`config.mk`:
```
export PLATFORM = sky130hd
export DESIGN_NAME = fetch_unit
export DESIGN_NICKNAME = d
export VERILOG_FILES = /design/src/rtl/fetch_unit.sv
export SDC_FILE = /design/constraint.sdc
export NUM_CORES = 1
export LEC_CHECK = 0
export ABC_AREA = 0
export BUFFER_PORTS_ARGS = -buffer_cell sky130_fd_sc_hd__buf_2
export CORE_MARGIN = 3
export CORE_UTILIZATION = 49
export CTS_BUF_LIST = sky130_fd_sc_hd__clkbuf_16
export CTS_CLUSTER_SIZE = 8
export DETAILED_ROUTE_END_ITERATION = 8
export PLACE_DENSITY = 0.86
export SYNTH_ARGS = -nofsm -noshare
export SYNTH_HDL_FRONTEND = slang
export SYNTH_SLANG_ARGS = --single-unit
```
`constraint.sdc`:
```
create_clock -name clk -period 1.9 [get_ports clk]
set_input_delay 0.095 -clock clk [delete_from_list [all_inputs] [get_ports clk]]
set_output_delay 0.095 -clock clk [all_outputs]
set_load 0.01 [all_outputs]
```
`src/rtl/fetch_unit.sv`:
```
`default_nettype none
// ============================================================================
// Module   : fetch_unit
// Purpose  : Instruction fetch stage plus IF/ID pipeline register. Keeps the
//            PC, issues one instruction-memory request at a time, holds the
//            fetched word for decode and redirects on taken branches resolved
//            in EX.
// Ports    : clk/rst           - rising-edge clock, synchronous active-high reset
//            imem_*            - single-outstanding request/response memory port
//            stall             - hazard unit freeze of IF/ID
//            ex_*              - branch flags, ALU flags and target of EX instr
//            if_valid/if_instr/if_pc - IF/ID register contents
//            instruction_type/func   - decode fields sliced from if_instr
//            flush             - one-cycle pulse killing the younger ID/EX instr
//            perf_fetched/perf_redirects - optional event counters
// Options  : define FETCH_PERF_CNT_EN to add the performance counter outputs.
// Revision : 1.0 - initial release
// ============================================================================
module fetch_unit #(
    parameter int                ADDR_W   = 32,
    parameter int                INSTR_W  = 32,
    parameter logic [ADDR_W-1:0] RESET_PC = '0
) (
    input  logic               clk,
    input  logic               rst,
    output logic               imem_req,
    output logic [ADDR_W-1:0]  imem_addr,
    input  logic               imem_ready,
    input  logic               imem_rvalid,
    input  logic [INSTR_W-1:0] imem_rdata,
    input  logic               stall,
    input  logic               ex_brinco,
    input  logic               ex_equal,
    input  logic               ex_leq,
    input  logic               ex_geq,
    input  logic               ex_zero,
    input  logic               ex_neg,
    input  logic [ADDR_W-1:0]  ex_target,
    output logic               if_valid,
    output logic [INSTR_W-1:0] if_instr,
    output logic [ADDR_W-1:0]  if_pc,
    output logic [1:0]         instruction_type,
    output logic [4:0]         func,
    output logic               flush
`ifdef FETCH_PERF_CNT_EN
    ,
    output logic [31:0]        perf_fetched,
    output logic [31:0]        perf_redirects
`endif
);

    typedef enum logic [1:0] {
        ST_IDLE = 2'd0,
        ST_REQ  = 2'd1,
        ST_WAIT = 2'd2,
        ST_HOLD = 2'd3
    } state_t;

    localparam logic [ADDR_W-1:0] C_PC_STEP = ADDR_W'(4);

    state_t              r_state;
    state_t              w_state_next;
    logic [ADDR_W-1:0]   r_pc;
    logic [ADDR_W-1:0]   w_pc_next;
    logic [ADDR_W-1:0]   r_req_addr;
    logic                r_discard;
    logic                w_discard_next;

    logic                r_skid_valid;
    logic [INSTR_W-1:0]  r_skid_instr;
    logic [ADDR_W-1:0]   r_skid_pc;

    logic                r_if_valid;
    logic [INSTR_W-1:0]  r_if_instr;
    logic [ADDR_W-1:0]   r_if_pc;
    logic                r_flush;

    logic                w_taken;
    logic                w_req;
    logic                w_accept;
    logic                w_inflight;
    logic                w_load_rsp;
    logic                w_load_skid;
    logic                w_capture_skid;

    // ------------------------------------------------------------------------
    // Next-state / output logic
    // ------------------------------------------------------------------------
    always_comb begin
        w_taken = ex_brinco
                | (ex_equal & ex_zero)
                | (ex_leq   & (ex_zero | ex_neg))
                | (ex_geq   & ~ex_neg);

        // A pending discard blocks new requests so that at most one response
        // is ever in flight, even across a redirect.
        w_req    = (r_state == ST_REQ) && !r_discard;
        w_accept = w_req && imem_ready;

        // A response is still owed after this cycle if one was already being
        // discarded, if WAIT has not seen its data yet, or if a request is
        // accepted right now. HOLD has already received its response.
        w_inflight = (r_discard && !imem_rvalid)
                   || ((r_state == ST_WAIT) && !imem_rvalid)
                   || w_accept;

        w_state_next   = r_state;
        w_pc_next      = r_pc;
        w_discard_next = r_discard && !imem_rvalid;
        w_load_rsp     = 1'b0;
        w_load_skid    = 1'b0;
        w_capture_skid = 1'b0;

        if (w_taken) begin
            // Redirect outranks stall and any arriving data.
            w_state_next   = ST_REQ;
            w_pc_next      = ex_target;
            w_discard_next = w_inflight;
        end else begin
            case (r_state)
                ST_IDLE: begin
                    w_state_next = ST_REQ;
                end
                ST_REQ: begin
                    if (w_accept) begin
                        w_pc_next    = r_pc + C_PC_STEP;
                        w_state_next = ST_WAIT;
                    end
                end
                ST_WAIT: begin
                    if (imem_rvalid) begin
                        if (stall) begin
                            w_capture_skid = 1'b1;
                            w_state_next   = ST_HOLD;
                        end else begin
                            w_load_rsp   = 1'b1;
                            w_state_next = ST_REQ;
                        end
                    end
                end
                ST_HOLD: begin
                    if (!stall) begin
                        w_load_skid  = r_skid_valid;
                        w_state_next = ST_REQ;
                    end
                end
                default: begin
                    w_state_next = ST_IDLE;
                end
            endcase
        end
    end

    // ------------------------------------------------------------------------
    // State, PC and discard registers
    // ------------------------------------------------------------------------
    always_ff @(posedge clk) begin
        if (rst) begin
            r_state   <= ST_IDLE;
            r_pc      <= RESET_PC;
            // A response owed at the time of reset must not reach IF/ID.
            r_discard <= w_inflight;
        end else begin
            r_state   <= w_state_next;
            r_pc      <= w_pc_next;
            r_discard <= w_discard_next;
        end
    end

    // ------------------------------------------------------------------------
    // Request address, skid buffer and IF/ID register
    // ------------------------------------------------------------------------
    always_ff @(posedge clk) begin
        if (rst) begin
            r_req_addr   <= '0;
            r_skid_valid <= 1'b0;
            r_skid_instr <= '0;
            r_skid_pc    <= '0;
            r_if_valid   <= 1'b0;
            r_if_instr   <= '0;
            r_if_pc      <= '0;
            r_flush      <= 1'b0;
        end else begin
            r_flush <= w_taken;
            if (w_accept) begin
                r_req_addr <= r_pc;
            end
            if (w_taken) begin
                r_if_valid   <= 1'b0;
                r_skid_valid <= 1'b0;
            end else begin
                if (w_capture_skid) begin
                    r_skid_valid <= 1'b1;
                    r_skid_instr <= imem_rdata;
                    r_skid_pc    <= r_req_addr;
                end
                if (w_load_rsp) begin
                    r_if_valid <= 1'b1;
                    r_if_instr <= imem_rdata;
                    r_if_pc    <= r_req_addr;
                end else if (w_load_skid) begin
                    r_if_valid   <= 1'b1;
                    r_if_instr   <= r_skid_instr;
                    r_if_pc      <= r_skid_pc;
                    r_skid_valid <= 1'b0;
                end else if (!stall) begin
                    r_if_valid <= 1'b0;
                end
            end
        end
    end

`ifdef FETCH_PERF_CNT_EN
    logic [31:0] r_perf_fetched;
    logic [31:0] r_perf_redirects;

    always_ff @(posedge clk) begin
        if (rst) begin
            r_perf_fetched   <= '0;
            r_perf_redirects <= '0;
        end else begin
            if (!w_taken && (w_load_rsp || w_load_skid)) begin
                r_perf_fetched <= r_perf_fetched + 32'd1;
            end
            if (w_taken) begin
                r_perf_redirects <= r_perf_redirects + 32'd1;
            end
        end
    end

    assign perf_fetched   = r_perf_fetched;
    assign perf_redirects = r_perf_redirects;
`endif

    assign imem_req         = w_req;
    assign imem_addr        = r_pc;
    assign if_valid         = r_if_valid;
    assign if_instr         = r_if_instr;
    assign if_pc            = r_if_pc;
    assign instruction_type = r_if_instr[31:30];
    assign func             = r_if_instr[29:25];
    assign flush            = r_flush;

endmodule
`default_nettype wire

```
After elaboration in Yosys (flattened, before gate mapping)
Index checks and enable logic that the tools add are counted.

storage, ports and cells
  flip-flop bits (word level) = 198
  bits in latches = 0
  bits in writable memories = 0
  memory bits (read-only) = 0
  bits of input ports = 75
  output and inout port bits = 106
  word-level logic and storage cells = 82
  memories = 0

cells by class
  $add $sub $neg = 1
  $mul = 0
  div/mod/pow operators = 0
  order comparisons = 0
  equal/unequal tests = 10
  shift operators = 0
  muxes and demuxes = 32
  bitwise operators = 9
  reductions and logical operators = 18

operator list
  operator                                                          count
  32-bit two-way mux                                                7
  32-bit by 3-bit adder with 32-bit output (second input constant)  1
  1-bit two-way mux                                                 20
  3-bit != test (second input constant)                             3
  2-bit two-way mux                                                 4
  2-bit case mux with 4 select lines                                1
  2-bit != test (second input constant)                             3
  2-bit AND reduction                                               3
  3-bit AND reduction                                               2
  2-bit nonzero test                                                3
  2-bit == test (second input constant)                             2
  1-bit logical AND                                                 4
  1-bit OR                                                          4
  1-bit bitwise AND                                                 3
  3-bit by 1-bit != test with 1-bit output (second input constant)  1
  2-bit by 1-bit == test with 1-bit output (second input constant)  1
  1-bit zero test                                                   2
  2-bit zero test                                                   1
  1-bit logical OR                                                  2
  1-bit inverter                                                    2
  2-bit OR reduction                                                1

Longest topological paths before layout
  depth in word-level cells = 8
  depth in mapped cells = 9
  gate-level depth less buffers = 7

Worst setup path after synthesis
Ideal clock, no wire load.

  kind = register to register
  start = reg r_state[0]
  end = reg r_if_instr[0] (netlist: if_instr[0])
  setup time = 0.086 ns
  data arrival time = 1.795 ns
  data required time = 1.814 ns
  slack = 0.020 ns
  cell stages (with the launch flop) = 10
  path buffers = 2
  clock period less this slack = 1.880 ns
  path through = dfxtp_1 > inv_1 > ha_1 > and2_1 > a21oi_1 > or3_1 > buf_2 > buf_2 > a21oi_1 > a211oi_1

on the way
  cells in the longest elaborated chain, start to end = 5
  elaborated cells on any way between the ends = 9
  those cells by class = eq/ne: 2; mux: 5; reduce/logical: 2

RTL lines
  element                        RTL line  text
  start, declared                61        state_t r_state;
  start signal, assigned         164       r_state <= w_state_next;
  2-bit == test                  120       case (r_state)
  1-bit two-way mux              120
  1-bit two-way mux              114       if (w_taken) begin
  2-bit nonzero test (no line)   -
  2-bit AND reduction (no line)  -
  end signal, assigned           199       r_if_instr <= imem_rdata;
  end signal, assigned           203       r_if_instr <= r_skid_instr;
  end, declared                  74        logic [INSTR_W-1:0] r_if_instr;

Parallel ways exist; a longest one is shown, timed or not.
A chain may end at the register's enable or synchronous reset.

Worst setup path after layout
  start = reg r_state[0]
  end = reg r_if_instr[31] (netlist: if_instr[31])

The elaborated chain is that of the path after synthesis.

==> metrics.md <==
| Metric | Value |
|---|---|
| Status | finished, violations left |
| Failing checks | negative setup slack |
| Crit end category | flip-flop |
| Clock buffer depth | 2 |
| Maximum vdd ir drop | 0.6299 mV |
| Routability cong. | 0.8284 |
| Fmax | 520.9 MHz |
| Final core occ | 0.6800 |
| Max-slew violation count | 0 |
| Clock Tree Root | clkbuf_16 |
| Final net count | 1345 |
| Vias in the first global route | 8061 |
| Core area | 16120 sq um |
| Most common cell after layout, fill and taps aside | nand2_1 |
| Fin cells | 1495 |
| Post-Synthesis Cell Area | 8184 sq um |
| Final worst-path setup slack | -0.01961 ns |
| Site Rows | 46 |
| Sw frac | 0.2371 |
| Initial antenna violation count | 0 |
| Final setup violation count | 1 |
| CTS tree | built |
| Routed wire length | 25350 um |
| Final Hold Fails | 0 |
| Share of cells above drive strength 1 | 0.2525 |
| Vias post-DR | 8390 |
| CTS H-Tree Depth | 4 |
| Num ports | 181 |
| PD cells | 794.5 nW/um^2 |
| Clock Latency Late Sink | 0.43 ns |
| Worst EP arrival | 2.25 ns |
| Minimum clock period | 1.920 ns |
| Starting Density | 0.5078 |
| RSZ-0062 raised after global routing | yes |
| Die Ht | 135.2 um |
| Max Cap Viol | 0 |
| Leak pwr | 4.288 nW |
| Commonest non-fill, non-tap cells in the layout | 276 x nand2_1, 195 x dfxtp_1, 179 x buf_2 |
| Clk pwr share | 0.417 |
| Syn Nets | 1102 |
| Required time worst endpoint | 2.23 ns |
| Sw Pwr | 0.002065 W |
| Syn_area_per_cell | 8.000 sq um |
| Number of antenna diodes | 0 |
| Sequential area share after synthesis | 0.4843 |
| GR Util All Layers | 0.2650 |
| Avg Vias per Cell | 5.612 |
| Internal power | 0.006642 W |
| Pin count of the biggest net entering global routing | 89 |
| WS Path Type | reg2reg |
| Seq pwr share | 0.496 |
| GR Overflow Total | 0 |
| Avg WL per Cell | 16.96 um |
| Placed instance area | 9520 sq um |
| Worst hold path type | in2reg |
| Logic pwr share | 0.087 |
| Ys flop type | dfxtp_1 |
| DRC viols | 0 |
| Die area | 18290 sq um |
| Dpl hpwl | 14750 um |
| FFs w/ async S/R, synth | 0 |
| Worst-path clk slew | 0.07 ns |
| Number of flops mapped to enable cells by yosys | 0 |
| YS warnings | 0 |
| Dpl cells | 1393 |
| P&R area growth vs syn | 33.91% |
| Dpl ws | -0.1219 ns |
| Peak fanout along the critical path | 22 |
| IO buf count | 180 |
| Initial DRC count | 812 |
| DRT Pass-1 Iters | 6 |
| Remaining antenna violation count after routing | 0 |
| Clock buffer count from CTS | 17 |
| Synth cell types | 42 |
| Final Cell Area | 10960 sq um |
| Relative slew slack | 0.6809 |
| Post-synthesis cell count | 1023 |
| CP startpoint kind | flip-flop |
| Count of state elements after synthesis | 198 |
| Clk_skew | 0.008658 ns |
| Global-route wire length before repair | 39160 um |
| Die width | 135.2 um |
| Clk sink count | 198 |
| Final worst path period share | 1.010 |
| Worst-margin pin slew | 0.4743 ns |
| Fillers | 1198 |
[final cells by class]
type                    instances  area [sq um]  area share
flip-flops and latches        198          3968      0.3620
multi-input cells             737          3929      0.3585
clock inverters                15         162.7     0.01484
inverters                       3         11.26    0.001028
clock buffers                  17         425.4     0.03882
repair buffers                309          2193      0.2001
well taps                     216         270.3     0.02466
[registers in the layout, indices dropped and copies added (netlist names)]
signal        cells
r_skid_pc        32
if_valid          1
imem_addr        32
flush             1
r_skid_instr     32
r_state           2
r_discard         1
r_skid_valid      1
if_instr         32
r_req_addr       32
if_pc            32
[final timing paths]
kind / to / cells past startpoint / slack (ns) / start
worst min-delay path: r_req_addr[3]$_SDFFE_PP0P_ / 2 / 0.03 / rst
worst max register to register: if_instr[31]$_SDFFE_PP0P_ / 8 / -0.02 / r_state[0]$_SDFFE_PP0P_
worst max-delay path: if_instr[31]$_SDFFE_PP0P_ / 8 / -0.02 / r_state[0]$_SDFFE_PP0P_
worst min register to register: r_skid_pc[27]$_SDFFE_PP0P_ / 2 / 0.45 / r_skid_pc[27]$_SDFFE_PP0P_
[kinds of logic (layout without fill, tap and decap cells)]
group           count (synthesis)  in the layout  synth area share
compound gates                270            270            0.2043
xor+xnor                       28             28           0.02996
fa+ha+maj                       4              4          0.006116
buf+inv                        88            344           0.05167
flops                         198            198            0.4843
mux                             1              1          0.001376
simple gates                  434            434            0.2223
[metrics by stage]
stage | setup TNS, ns | hold WS (ns) | total power (W)
2_1_floorplan | 0 | 0.2068 | 0.004697
3_3_place_gp | -0.007417 | 0.3360 | 0.005004
3_5_place_dp | -1.440 | 0.3452 | 0.005018
4_1_cts | 0 | 0.005056 | 0.008699
5_1_grt | -0.5349 | 0.01214 | 0.008966
6_report | -0.01961 | 0.02842 | 0.008707
[synthesized netlist by cell type (8+ instances only)]
library cell  count  area share
clkbuf_1         39       0.018
dfxtp_1         198        0.48
a21oi_1         164        0.10
nand3_1          10      0.0061
a211oi_1         83       0.076
nand4_1           8      0.0061
and3_1           12      0.0092
a211oi_2          9       0.014
xor2_1           18       0.019
nand2_1         277        0.13
nor2_1           98       0.045
buf_2            29       0.018
xnor2_1          10       0.011
[routing by layer]
layer,up-vias,part of all wire,GRT usage
met4,0,0.039,0.1417
li1,3954,-,-
met3,89,0.076,0.05126
met2,421,0.49,0.4358
met5,-,0,0
met1,3926,0.40,0.3293
[worst max-delay path, stage by stage, from the launching register on]
cell	delay [ns]
dfxtp_2	0.38
inv_1	0.06
ha_1	0.20
and2_4	0.16
a21oi_4	0.17
or3_4	0.19
bufbuf_16	0.33
a21oi_2	0.06
a211oi_2	0.27
[power groups by stage]
| stage | clock [W] | sequential [W] | combinational [W] |
|---|---|---|---|
| after detailed placement | 0 | 0.00440 | 0.000617 |
| after global placement | 0 | 0.00440 | 0.000608 |
| after floorplan | 0 | 0.00443 | 0.000266 |
| final | 0.00363 | 0.00432 | 0.000757 |
| after CTS | 0.00367 | 0.00431 | 0.000718 |
| after global routing | 0.00383 | 0.00432 | 0.000811 |
[what timing repair did]
| item | in CTS | in global routing |
|---|---|---|
| resized for setup | 4 | 27 |
| setup endpoints to repair | 54 | 47 |
| endpoints found under the hold margin | 94 | 0 |
| hold buffers | 62 | 0 |
| pin swaps | 1 | 14 |
| cloned | 1 | 1 |
| buffers inserted | 0 | 6 |
Note: power is estimated with default switching activity, not from simulation.
